**src/rtl/pe_os_mac.sv**
```systemverilog
// pe_os_mac: output-stationary systolic PE with registered operand forwarding,
// two-stage saturating MAC, sticky overflow and a result drain shift chain.
module pe_os_mac #(
  parameter int W_WIDTH   = 4,
  parameter int A_WIDTH   = 8,
  parameter int ACC_WIDTH = 24,
  parameter bit W_SIGNED  = 1'b1,
  parameter bit A_SIGNED  = 1'b1
) (
  input  logic                 clk,
  input  logic                 rst,
  input  logic [W_WIDTH-1:0]   w_in,
  input  logic                 w_valid_in,
  input  logic [A_WIDTH-1:0]   a_in,
  input  logic                 a_valid_in,
  input  logic                 first_in,
  output logic [W_WIDTH-1:0]   w_out,
  output logic                 w_valid_out,
  output logic [A_WIDTH-1:0]   a_out,
  output logic                 a_valid_out,
  output logic                 first_out,
  input  logic                 drain_load,
  input  logic                 drain_shift,
  input  logic [ACC_WIDTH-1:0] psum_in,
  output logic [ACC_WIDTH-1:0] psum_out,
  output logic                 ovf_out,
  output logic [ACC_WIDTH-1:0] acc_out
);
  logic signed [ACC_WIDTH-1:0] w_w_ext, w_a_ext, w_prod, r_prod, w_acc_next;
  logic signed [ACC_WIDTH:0]   w_sum;
  logic                        w_fire, w_sat, r_p_valid, r_p_first;
  assign w_fire  = w_valid_in & a_valid_in;
  // the sign bit is replicated only in signed mode, otherwise zeros
  assign w_w_ext = {{(ACC_WIDTH-W_WIDTH){W_SIGNED & w_in[W_WIDTH-1]}}, w_in};
  assign w_a_ext = {{(ACC_WIDTH-A_WIDTH){A_SIGNED & a_in[A_WIDTH-1]}}, a_in};
  assign w_prod  = w_w_ext * w_a_ext;
  assign w_sum   = {acc_out[ACC_WIDTH-1], acc_out} + {r_prod[ACC_WIDTH-1], r_prod};
  // overflow when the extra sum bit disagrees with the result sign; clamp toward the true sign
  assign w_sat      = w_sum[ACC_WIDTH] ^ w_sum[ACC_WIDTH-1];
  assign w_acc_next = w_sat ? {w_sum[ACC_WIDTH], {(ACC_WIDTH-1){~w_sum[ACC_WIDTH]}}}
                            : w_sum[ACC_WIDTH-1:0];
  always_ff @(posedge clk or posedge rst) begin
    if (rst) begin
      w_out       <= '0;
      w_valid_out <= 1'b0;
      a_out       <= '0;
      a_valid_out <= 1'b0;
      first_out   <= 1'b0;
      r_prod      <= '0;
      r_p_valid   <= 1'b0;
      r_p_first   <= 1'b0;
      acc_out     <= '0;
      ovf_out     <= 1'b0;
      psum_out    <= '0;
    end else begin
      w_out       <= w_in;
      w_valid_out <= w_valid_in;
      a_out       <= a_in;
      a_valid_out <= a_valid_in;
      first_out   <= first_in;
      r_p_valid   <= w_fire;
      if (w_fire) begin
        r_prod    <= w_prod;
        r_p_first <= first_in;
      end
      if (r_p_valid) begin
        acc_out <= r_p_first ? r_prod : w_acc_next;
        ovf_out <= ~r_p_first & (ovf_out | w_sat);
      end
      if (drain_load) psum_out <= acc_out;
      else if (drain_shift) psum_out <= psum_in;
    end
  end
endmodule

```
**config.mk**
```make
export PLATFORM = sky130hd
export DESIGN_NAME = pe_os_mac
export DESIGN_NICKNAME = d
export VERILOG_FILES = /design/src/rtl/pe_os_mac.sv
export SDC_FILE = /design/constraint.sdc
export NUM_CORES = 1
export LEC_CHECK = 0
export CAP_MARGIN = 40
export CORE_ASPECT_RATIO = 1.2
export CORE_MARGIN = 2
export CORE_UTILIZATION = 38
export CTS_CLUSTER_DIAMETER = 100
export CTS_CLUSTER_SIZE = 20
export DETAILED_ROUTE_END_ITERATION = 8
export PLACE_DENSITY = 0.64
export SETUP_SLACK_MARGIN = 0.15
export SKIP_LAST_GASP = 1
export SYNTH_ARGS = -nofsm -noshare
export SYNTH_HDL_FRONTEND = slang
export SYNTH_SLANG_ARGS = --single-unit
```
**constraint.sdc**
```tcl
create_clock -name clk -period 4.1 [get_ports clk]
set_input_delay 0.82 -clock clk [delete_from_list [all_inputs] [get_ports clk]]
set_output_delay 0.82 -clock clk [all_outputs]
set_load 0.03 [all_outputs]
```
==> reports/results.txt <==
biggest area consumer among synthesized cells -> dfrtp_1
Clock Skew -> 11.1 ps
synthesis warning total -> 0
combinational share of power -> 64.1%
PortBufs -> 106
Net Sw Power -> 2.67 mW
total clock buffers created by CTS -> 9
GRT overflow -> 0
Die ar. -> 15,200 um2
GR Util All Layers -> 18.0%
fin crit share -> 94.1%
core area -> 13,900 um2
unrepaired setup endpoints after global routing -> true
post-synthesis cell count -> 560
Distinct cells, synth -> 62
Vias/cell -> 5.22
setup tns final -> 0 ps
crit path launch type -> input port
EDFF count, synth -> 0
sequential fraction of the synthesis area -> 36.1%
hpwl dp -> 10,100 um
hold path depth -> 2
Setup-failing EPs final -> 0
worst reg2reg path endpoint -> acc_out[17]
final worst slack -> 240 ps
Internal -> 3.12 mW
fin crit period -> 3860 ps
area grow syn2layout -> 31.6%
Layout Cells excl Fill -> 859
RePlAce Congestion -> 0.888
# IOs -> 107
TritonCTS clock tree -> yes
R2R Path Start -> r_prod[11]
share of the synthesized area in the top cell type -> 36.1%
min-delay src -> r_prod[0]
Yosys reg bits -> 78
pwr/cell area -> 814 nW/um2
ranking of synthesized cells by area -> dfrtp_1 (36%), ha_1 (10%), fa_1 (6.7%), nand2_1 (4.6%), mux2i_1 (4.4%)
Routed wire per std cell -> 15.3 um
clk sinks -> 78
commonest register cell after synthesis -> dfrtp_1
share of cells above drive strength 1 -> 12.2%
Switching Fraction -> 46.1%
drt total wl -> 13,200 um
Final Hold Fails -> 0
Crit. End Element -> register
worst reg2reg path depth -> 9
first-pass GRT wire length -> 22,200 um
DRT iter0 DRCs -> 183
Clock Path Buffers -> 2
pins over their slew limit -> 0
Worst EP required -> 4300 ps
Hold Crit Class -> register to register
Die Y -> 135 um
CTS H-tree depth -> 3
placed cell count -> 840
failing checks -> design-rule violations
fillers -> 1,290
WS Path Type -> input port to register
final instance area -> 7120 um2
Pre-antenna DRT Iters -> 7
Syn Area/Cell -> 9.67 um2
final antenna-violating net count -> 0
largest fanout on the critical path -> 2
placed standard-cell area -> 6790 um2
syn nets -> 665
initial cell density of the core -> 39.0%
Arr. time, crit path -> 4060 ps
Net count, final -> 789
Fmax -> 259 MHz
worst skew pair latency -> 350 ps
row count -> 47
Max IR drop VDD -> 0.000284 V
post-synthesis async set-or-reset flop share -> 100%
vias in the first global route -> 4,602
die width -> 113 um
list of most frequent post-synthesis cells -> dfrtp_1 (78), nand2_1 (67), a21oi_1 (46)
R2R Setup Slk -> 470 ps
clk root buf -> clkbuf_16
hold endpoint -> r_prod[0]
vias post-DR -> 4,487
status -> finished, violations left
initial antenna violation count -> 0
maxcap violations -> 0
largest net degree at the start of global routing -> 49
Antenna diodes -> 0
drt drc -> 11
Worst Tran Pin Value -> 754 ps
Clk pin slew, worst setup/hold paths -> 60 ps
Max-slew headroom -> 49.7%
Seq pwr share -> 22.3%
mapped cell area -> 5410 um2
Clk network pwr share -> 13.7%
leakage power -> 3.26 nW
most frequent cell after synthesis -> dfrtp_1
Worst Setup Slack post-DPL -> -632 ps
[worst max-delay path, stage by stage]
cell      delay (ps)
buf_6             90
nand2b_4         130
fa_1             480
fa_1             490
inv_1             50
fa_1             440
ha_2             200
fa_2             350
a21o_1           200
a21oi_2          150
o21bai_1         100
a21oi_2          150
o21bai_1          90
a21oi_2          130
xnor2_1          120
o21ai_1           70
[kinds of logic after synthesis]
logic type | after synthesis | synth area share [%]
DFF | 78 | 36.1
buffers and inverters | 43 | 3.31
and+or+nand+nor | 156 | 13.4
muxes | 30 | 5.69
adders and majority gates | 63 | 17.0
xor gates and xnor gates | 33 | 5.34
AOI/OAI and AO/OA | 157 | 19.2
[routing by layer]
metal / up-vias / GRT usage (%) / part of all wire (%)
li1: 2232 / - / -
met1: 2130 / 22.8 / 44
met2: 111 / 30.8 / 49
met3: 14 / 2.69 / 5.1
met4: 0 / 7.25 / 1.8
met5: - / 0 / 0
[power groups by stage]
| stage | Clock, mW | Sequential [mW] | Combinational, mW |
|---|---|---|---|
| global placement | 0 | 1.30 | 3.60 |
| floorplan | 0 | 1.60 | 2.35 |
| detailed placement | 0 | 1.30 | 3.67 |
| CTS | 0.812 | 1.29 | 3.70 |
| global route | 0.839 | 1.34 | 4.09 |
| finish | 0.793 | 1.29 | 3.71 |
[repair_timing]
action                     in CTS  in global routing
setup endpoints to repair       5                  3
setup buffers                   3                  1
pin swaps                      14                 11
gates resized for setup        31                  6
hold buffers                    0                  0
[final cells by class]
class	count	area [um2]	share of cell area [%]
Multi-Input combinational cell	439	3330	46.8
Sequential cell	78	1950	27.4
Timing Repair Buffer	134	1250	17.6
Clock buffer	10	229	3.22
Tap cell	171	214	3.00
Inverter	22	83.8	1.18
Clock inverter	5	58.8	0.826
[through the flow]
| step | hold slack [ps] | total power [mW] | utilization [%] |
|---|---|---|---|
| CTS | 517 | 5.80 | 51.1 |
| global placement | 498 | 4.89 | 48.9 |
| floorplan | 476 | 3.95 | - |
| detailed placement | 503 | 4.97 | 48.9 |
| finish | 514 | 5.80 | 51.3 |
| global route | 562 | 6.27 | 51.3 |
[how the worst max path moves through the flow]
stage | slack, ps | end | cells past startpoint | from
finish | 240 | r_prod[11] | 16 | a_in[0]
global route | 40 | r_prod[11] | 16 | a_in[0]
CTS | 150 | r_prod[11] | 16 | a_in[0]
detailed placement | -630 | r_prod[11] | 16 | a_in[2]
global placement | -600 | r_prod[11] | 16 | a_in[2]
floorplan | 40 | r_prod[11] | 15 | a_in[0]
[state kept, by name, summed over array words and instances, names as in the netlist]
name	cells
r_p_valid	1
w_out	4
acc_out	24
w_valid_out	1
a_out	8
psum_out	24
r_p_first	1
a_valid_out	1
ovf_out	1
first_out	1
r_prod	12
[placed cells by master, fill, tap and decap left out, drive strengths merged, types with 18 or more instances in the layout]
| master | n |
|---|---|
| o21ai | 43 |
| ha | 44 |
| nor2 | 34 |
| fa | 18 |
| dfrtp | 78 |
| clkdlybuf4s50 | 98 |
| nand2 | 67 |
| a21oi | 47 |
| and2 | 21 |
| mux2i | 24 |
| buf | 34 |
| inv | 22 |
| xnor2 | 23 |
No activity file was read; power rests on OpenSTA's default activity.
